$ cat config.mk
export PLATFORM = sky130hd
export DESIGN_NAME = gam_node_mem_arbiter
export DESIGN_NICKNAME = d
export VERILOG_FILES = /design/src/rtl/gam_node_mem_arbiter.sv
export SDC_FILE = /design/constraint.sdc
export NUM_CORES = 1
export LEC_CHECK = 0
export BUFFER_PORTS_ARGS = -buffer_cell sky130_fd_sc_hd__buf_2
export CORE_AREA = 4 4 93 95
export DETAILED_ROUTE_END_ITERATION = 10
export DIE_AREA = 0 0 97 99
export PLACE_DENSITY = 0.8
export SLEW_MARGIN = 20
export SYNTH_ARGS = -nofsm -noshare
export SYNTH_HDL_FRONTEND = slang
export SYNTH_SLANG_ARGS = --single-unit
$ cat constraint.sdc
create_clock -name clk -period 2.34 [get_ports clk]
set_input_delay 0.117 -clock clk [delete_from_list [all_inputs] [get_ports clk]]
set_output_delay 0.117 -clock clk [all_outputs]
set_load 0.005 [all_outputs]
$ cat src/rtl/gam_node_mem_arbiter.sv
// GAM node memory arbiter: round-robin grant with
// beat locking, lock watchdog and read-return steering.
package GAM_package;
  typedef enum logic {
    READ  = 1'b0,
    WRITE = 1'b1
  } RD_WR_T;
endpackage

module gam_node_mem_arbiter
  import GAM_package::*;
#(
  parameter int ADDR_W   = 8,
  parameter int DATA_W   = 32,
  parameter int LOCK_MAX = 16
) (
  input  logic                clk,
  input  logic                reset,
  input  logic [2:0]          req,
  input  logic [2:0]          lock,
  input  logic [2:0]          rd_wr_i,
  input  logic [3*ADDR_W-1:0] addr_i,
  input  logic [3*DATA_W-1:0] wdata_i,
  output logic [2:0]          gnt,
  output logic                mem_en,
  output logic                mem_rd_wr,
  output logic [ADDR_W-1:0]   mem_addr,
  output logic [DATA_W-1:0]   mem_wdata,
  input  logic [DATA_W-1:0]   mem_rdata,
  output logic [DATA_W-1:0]   rdata,
  output logic [2:0]          rvalid,
  output logic                busy,
  output logic                lock_timeout
);

  localparam int CW = $clog2(LOCK_MAX + 1);

  typedef enum logic {
    IDLE,
    OWNED
  } state_t;

  state_t        state_q;
  logic [2:0]    gnt_q;
  logic [2:0]    gnt_d;
  logic [1:0]    last_q;
  logic [1:0]    last_d;
  logic [CW-1:0] cnt_q;
  logic [CW-1:0] cnt_d;
  logic [CW-1:0] cnt_inc;
  logic [2:0]    rvalid_q;
  logic [2:0]    rvalid_d;
  logic          lock_timeout_q;
  logic          lock_timeout_d;

  logic [1:0]        own;
  logic              beat;
  logic              acc;
  logic              held;
  logic              expire;
  logic              keep;
  logic              sel_rw;
  logic [ADDR_W-1:0] sel_addr;
  logic [DATA_W-1:0] sel_wdata;
  logic [2:0]        pick;
  logic [1:0]        pick_idx;

  // Decode the one-hot grant into the owner index.
  always_comb begin
    own = 2'd0;
    unique case (1'b1)
      gnt_q[2]: own = 2'd2;
      gnt_q[1]: own = 2'd1;
      default:  own = 2'd0;
    endcase
  end

  // Steer the owner's command onto the RAM port.
  always_comb begin
    beat      = |(gnt_q & req);
    acc       = beat & ~reset;
    sel_rw    = rd_wr_i[own];
    sel_addr  = addr_i[int'(own)*ADDR_W +: ADDR_W];
    sel_wdata = wdata_i[int'(own)*DATA_W +: DATA_W];
    mem_en    = acc;
    mem_rd_wr = acc ? sel_rw : READ;
    mem_addr  = acc ? sel_addr : '0;
    mem_wdata = acc ? sel_wdata : '0;
  end

  // Rotating search starting after the last owner.
  always_comb begin
    pick     = 3'b000;
    pick_idx = last_q;
    for (int i = 1; i <= 3; i++) begin
      if (pick == 3'b000 &&
          req[(int'(last_q) + i) % 3]) begin
        pick     = 3'b001 << ((int'(last_q) + i) % 3);
        pick_idx = 2'((int'(last_q) + i) % 3);
      end
    end
  end

  // Lock watchdog and next-grant selection.
  always_comb begin
    cnt_inc        = cnt_q + CW'(1);
    held           = beat & lock[own];
    expire         = held & (cnt_inc >= CW'(LOCK_MAX));
    keep           = held & ~expire;
    gnt_d          = keep ? gnt_q : pick;
    cnt_d          = keep ? cnt_inc : '0;
    last_d         = last_q;
    if (!keep && pick != 3'b000) begin
      last_d = pick_idx;
    end
    lock_timeout_d = lock_timeout_q | expire;
    rvalid_d       = '0;
    if (acc && sel_rw == READ) begin
      rvalid_d = gnt_q;
    end
  end

  // Arbiter state, grant and return strobes.
  always_ff @(posedge clk) begin
    if (reset) begin
      state_q        <= IDLE;
      gnt_q          <= '0;
      last_q         <= 2'd2;
      cnt_q          <= '0;
      rvalid_q       <= '0;
      lock_timeout_q <= 1'b0;
    end else begin
      state_q        <= (gnt_d != 3'b000) ? OWNED : IDLE;
      gnt_q          <= gnt_d;
      last_q         <= last_d;
      cnt_q          <= cnt_d;
      rvalid_q       <= rvalid_d;
      lock_timeout_q <= lock_timeout_d;
    end
  end

  assign gnt          = gnt_q;
  assign busy         = (state_q == OWNED);
  assign rvalid       = rvalid_q & {3{~reset}};
  assign rdata        = (rvalid != 3'b000) ? mem_rdata : '0;
  assign lock_timeout = lock_timeout_q;

endmodule

==> impl_metrics.env, run 1 <==
export IMPL_outcome="completed"
export IMPL_dp_cells=655
export IMPL_pwr_density_cell_mw_per_mm2=780.7
export IMPL_core_area_mm2=0.007727
export IMPL_numCtsBuffers=3
export IMPL_fin_area_mm2=0.003641
export IMPL_worst_slew_pin_slew_ns=0.6799
export IMPL_ctsHtreeMaxLevel=1
export IMPL_final_setup_worst_slack_ns=0.06137
export IMPL_wire_per_inst_um=14.64
export IMPL_whs_ns=0.2066
export IMPL_design_die_area_mm2=0.009603
export IMPL_first_iter_violations=141
export IMPL_antenna_found_initial=0
export IMPL_end_kind="flip-flop"
export IMPL_fin_skew_ns=0.003271
export IMPL_hold_viol_final=0
export IMPL_finalCritPeriodShare=0.9738
export IMPL_synthTopCellsByArea="mux2i_1 (20%), nor2_1 (15%), dfxtp_1 (13%)"
export IMPL_hold_depth=2
export IMPL_finalNetCount=729
export IMPL_vias=3247
export IMPL_ys_flop_type="dfxtp_1"
export IMPL_rows=32
export IMPL_dp_slack_ns=-0.02567
export IMPL_ys_types=48
export IMPL_worst_setup_path_type="reg -> reg"
export IMPL_r2r_cells=8
export IMPL_slew_headroom=0.5467
export IMPL_yosys_warnings=0
export IMPL_placed_area_mm2=0.003507
export IMPL_fin_cells=662
export IMPL_async_flop_share=0
export IMPL_start_util=0.2910
export IMPL_cts_sinks=15
export IMPL_io_buffers=244
export IMPL_insertion_delay_ns=0.25
export IMPL_syn_area_mm2=0.002248
export IMPL_layout_drive_gt1_share=0.4982
export IMPL_p_leak_nw=2.009
export IMPL_timing_max_cap_violations=0
export IMPL_die_height_um=99
export IMPL_worstPathArrival_ns=2.41
export IMPL_syn_inst=330
export IMPL_nFillCells=776
export IMPL_ant_nets=0
export IMPL_maxSlewViolCount=0
export IMPL_syn_num_nets=498
export IMPL_avgSynthCellArea_um2=6.813
export IMPL_crit_path_max_incr_delay_ns=0.37
export IMPL_drc=0
export IMPL_dr_pass1_iters=4
export IMPL_cp_start_kind="flip-flop"
export IMPL_crit_chain="inv_1, ha_4, nor4bb_2, o31a_1, a31oi_4, nand2_2, and3_1, o41ai_2"
export IMPL_grt_max_degree=43
export IMPL_overflow=0
export IMPL_crit_fanout=14
export IMPL_wl_um=9692
export IMPL_multi_input_area_mm2=0.001838
export IMPL_yosys_top_cells_count="nor2_1 (92), mux2i_1 (45), a21oi_1 (41)"
export IMPL_crit_required_ns=2.47
export IMPL_synth_top_cell_by_area="mux2i_1"
export IMPL_grt_pass1_vias=3168
export IMPL_final_setup_viol_count=0
export IMPL_synth_edf_count=0
export IMPL_synth_top_area_frac=0.2003
export IMPL_grt_pass1_wl_um=14850
export IMPL_setup_tns_ns=0
export IMPL_fin_crit_ns=2.279
export IMPL_areaGrowthSynthToFinish_pct=61.94
export IMPL_root_buffer="clkbuf_8"
export IMPL_vias_per_cell=4.905
export IMPL_hold_class="in -> reg"
export IMPL_cts_tree="yes"
export IMPL_clk_pin_slew_worst_paths_ns=0.06
export IMPL_postLayoutCoreUtil=0.4712
export IMPL_post_synth_top_count_cell="nor2_1"
export IMPL_synth_seq_area_share=0.1336
export IMPL_ir_drop_v=0.0005128
export IMPL_reg2reg_slack_ns=0.06
export IMPL_clockBufferDepth=2
export IMPL_fin_total_pwr_mw=2.843
export IMPL_ys_ff_latch=15
export IMPL_io_pins=245
export IMPL_final_seq_area_um2=305.3
export IMPL_hpwl_um=8019
export IMPL_grtUsageTotal=0.1811
export IMPL_fmax_ghz=0.4389
export IMPL_diodes=0
export IMPL_gp_congestion=0.8974
export IMPL_slowest_stage="dfxtp_2"
export IMPL_die_w_um=97
[power breakdown]
group          switching, mW  internal (mW)
clock network         0.0872          0.118
logic                   1.22           1.03
registers             0.0757          0.317
[kinds of logic after synthesis]
group | share of synthesized area
XOR/XNOR | 0.01169
flip-flops | 0.1336
AO/OA/AOI/OAI | 0.2193
other | 0.001668
adder cells (fa/ha/maj) | 0.02782
buffers and inverters | 0.07790
AND/OR/NAND/NOR | 0.3278
multiplexers | 0.2003
[cell usage in the layout, fill, tap and decap left out, drive strengths merged, types with 5 or more instances in the layout]
cell type,synthesis,layout
a21oi,42,42
dfxtp,15,15
buf,14,253
ha,5,5
inv,6,6
nand3,5,5
a211oi,5,5
nor2b,6,6
nor2,92,92
mux2i,45,45
and2,33,33
nand2,11,11
[routing by layer]
metal	GRT usage	vias to the layer above	routed length (um)
met4	0.07127	0	311
met3	0.03609	35	943
met5	0	-	0
met1	0.2014	1415	3606
li1	-	1579	-
met2	0.3370	218	4830
[area by class of cell]
type | count | share of cell area
Multi-Input combinational cell | 282 | 0.5048
Sequential cell | 15 | 0.08385
Timing Repair Buffer | 253 | 0.3574
Clock inverter | 1 | 0.001375
Clock buffer | 3 | 0.01134
Inverter | 6 | 0.006186
Tap cell | 102 | 0.03505
[critical path: cells and delay by family (launching register included)]
family                     cells  cell delay, ns
DFF                            1            0.37
adders and majority gates      1            0.24
and+or+nand+nor                3            0.48
buffers and inverters          1            0.13
AOI/OAI and AO/OA              3            0.94
[sequential cells by signal, indices dropped and copies added (netlist names)]
name and cells:
busy 1, cnt_q 5, gnt 3, last_q 2, lock_timeout 1, rvalid_q 3
[worst paths after layout]
path / from / to
worst max register to register: last_q[0] / last_q[0]
worst min-delay path: reset / gnt[2]
worst min register to register: cnt_q[0] / cnt_q[0]
worst max-delay path: last_q[0] / last_q[0]
[timing repair]
action,4_1_cts,5_1_grt
pin swaps,0,5
gates resized for setup,1,12
endpoints found under the setup margin,2,4
setup buffers,0,3
hold buffers,0,0
cloned,0,0
(Power assumes the default switching activity.)
==> run 2: changes to the inputs <==
--- a/config.mk
+++ b/config.mk
@@ -8,6 +8,6 @@
 export BUFFER_PORTS_ARGS = -buffer_cell sky130_fd_sc_hd__buf_2
-export CORE_AREA = 4 4 93 95
+export CORE_AREA = 2 2 94 96
 export DETAILED_ROUTE_END_ITERATION = 10
-export DIE_AREA = 0 0 97 99
-export PLACE_DENSITY = 0.8
+export DIE_AREA = 0 0 96 98
+export PLACE_DENSITY = 0.76
 export SLEW_MARGIN = 20
==> constraint.sdc (replaced) <==
create_clock -name clk -period 2.34 [get_ports clk]
set_input_delay 0.585 -clock clk [delete_from_list [all_inputs] [get_ports clk]]
set_output_delay 0.585 -clock clk [all_outputs]
set_load 0.005 [all_outputs]
==> run 2 against run 1 <==
  * Combinational power increased by 2%
  * Wire length is 2.7% lower
  * Sequential cell count unchanged
  * Critical path depth is 1 lower
  * Core utilization shrank 3.0 points
  * Largest cell class unchanged
  * Maximum frequency rose by 2.0%
  * Cell area increased by 2.6%
==> impl_metrics.env, run 2 (synthesized netlist as in run 1, its figures left out) <==
export IMPL_cts_tree="yes"
export IMPL_rows=34
export IMPL_layout_common_cells="buf_2 (244), nor2_1 (92), mux2i_1 (45)"
export IMPL_wl_um=9435
export IMPL_io_buffers=244
export IMPL_io_pins=245
export IMPL_core_area_mm2=0.008466
export IMPL_final_setup_viol_count=0
export IMPL_die_height_um=98
export IMPL_ctsHoldBuffers=0
export IMPL_numCtsBuffers=3
export IMPL_hold_class="reg -> reg"
export IMPL_met2RoutedLength_um=4897
export IMPL_setup_tns_ns=0
export IMPL_hold_viol_final=0
export IMPL_finalCritPeriodShare=0.9551
export IMPL_fin_total_pwr_mw=2.877
export IMPL_crit_required_ns=1.75
export IMPL_vias_per_cell=4.767
export IMPL_overflow=0
export IMPL_gp_congestion=0.8036
export IMPL_antenna_found_initial=1
export IMPL_largest_register_ffs=5
export IMPL_clk_pin_slew_worst_paths_ns=0.06
export IMPL_grt_pass1_wl_um=13240
export IMPL_wire_per_inst_um=13.83
export IMPL_ctsHtreeMaxLevel=1
export IMPL_worst_setup_path_type="in -> out"
export IMPL_fmax_ghz=0.4474
export IMPL_worstPathArrival_ns=1.65
export IMPL_cp_start_kind="primary input"
export IMPL_grtUsageTotal=0.1741
export IMPL_outcome="completed"
export IMPL_p_leak_nw=2.089
export IMPL_insertion_delay_ns=0.24
export IMPL_cts_sinks=15
export IMPL_rsz0062_at_grt="false"
export IMPL_clockBufferDepth=2
export IMPL_first_iter_violations=109
export IMPL_layout_drive_gt1_share=0.4974
export IMPL_dr_wl_met3_um=889
export IMPL_finalNetCount=742
export IMPL_drc=0
export IMPL_grt_max_degree=43
export IMPL_start_util=0.2656
export IMPL_design_die_area_mm2=0.009408
export IMPL_fin_skew_ns=0.002498
export IMPL_vias=3251
export IMPL_hpwl_um=7725
export IMPL_crit_fanout=21
export IMPL_regMostFlops="cnt_q"
export IMPL_grt_pass1_vias=2867
export IMPL_ant_nets=0
export IMPL_dr_pass1_iters=5
export IMPL_layout_commonest_cell="buf_2"
export IMPL_timing_max_cap_violations=0
export IMPL_fin_crit_ns=2.235
export IMPL_top_layer="met4"
export IMPL_areaGrowthSynthToFinish_pct=66.11
export IMPL_die_w_um=96
export IMPL_maxSlewViolCount=0
export IMPL_pwr_density_cell_mw_per_mm2=770.3
export IMPL_ir_drop_v=0.0004443
export IMPL_root_buffer="clkbuf_8"
export IMPL_met1_length_um=3503
export IMPL_end_kind="primary output"
## run 2: changes by cell type in the layout (fill, tap and decap cells not counted), sizes merged
| cell | before | now |
|---|---|---|
| clkinv | 1 | 0 |
| buf | 253 | 265 |
| diode | 0 | 1 |
| clkbuf | 3 | 5 |
## run 2: worst paths after layout
| kind | depth (start not counted) | slack (ns) | to | start |
|---|---|---|---|---|
| setup reg to reg | 8 | 0.12 | last_q[1] | last_q[0] |
| hold reg to reg | 1 | 0.45 | cnt_q[0] | cnt_q[0] |
| hold / removal | 1 | 0.45 | cnt_q[0] | cnt_q[0] |
| setup / recovery | 7 | 0.11 | mem_wdata[31] | req[0] |
## run 2: cell type report
class                           count  area [um2]
Sequential cell                    15       305.3
Timing Repair Buffer              266        1436
Clock buffer                        4       45.04
Tap cell                          108       135.1
Fill cell                         886        4731
Antenna cell                        1       2.502
Inverter                            6       22.52
Multi-Input combinational cell    282        1788
## run 2: critical path: stages
cell and delay [ns]:
buf_2 0.10, a222oi_1 0.29, inv_1 0.15, nand2_4 0.15, buf_12 0.17, nor2_1 0.07, buf_2 0.12
## run 2: per-stage QoR
stage / area (um2) / util / hold slack, ns / setup WS (ns) / cells
2_1_floorplan: 2248 / - / 0.4175 / 0.2236 / 330
3_3_place_gp: 3625 / 0.4282 / 0.4338 / 0.09664 / 674
3_5_place_dp: 3625 / 0.4282 / 0.4413 / 0.08051 / 674
4_1_cts: 3670 / 0.4335 / 0.4549 / 0.05157 / 678
5_1_grt: 3735 / 0.4412 / 0.4886 / 0.0003861 / 682
6_report: 3735 / 0.4412 / 0.4489 / 0.1051 / 682
## run 2: what timing repair did
| item | CTS | global route |
|---|---|---|
| endpoints found under the setup margin | 0 | 40 |
| gates resized for setup | 0 | 6 |
| buffers inserted | 0 | 1 |
## run 2: power by group
part           switching, mW  internal, mW
Clock                 0.0783         0.120
Combinational           1.23          1.07
Sequential            0.0678         0.317
## run 2: metal layers
metal / global-route usage / vias up
li1: - / 1608
met1: 0.2024 / 1430
met2: 0.3328 / 203
met3: 0.01543 / 10
met4: 0.04176 / 0
met5: 0 / -
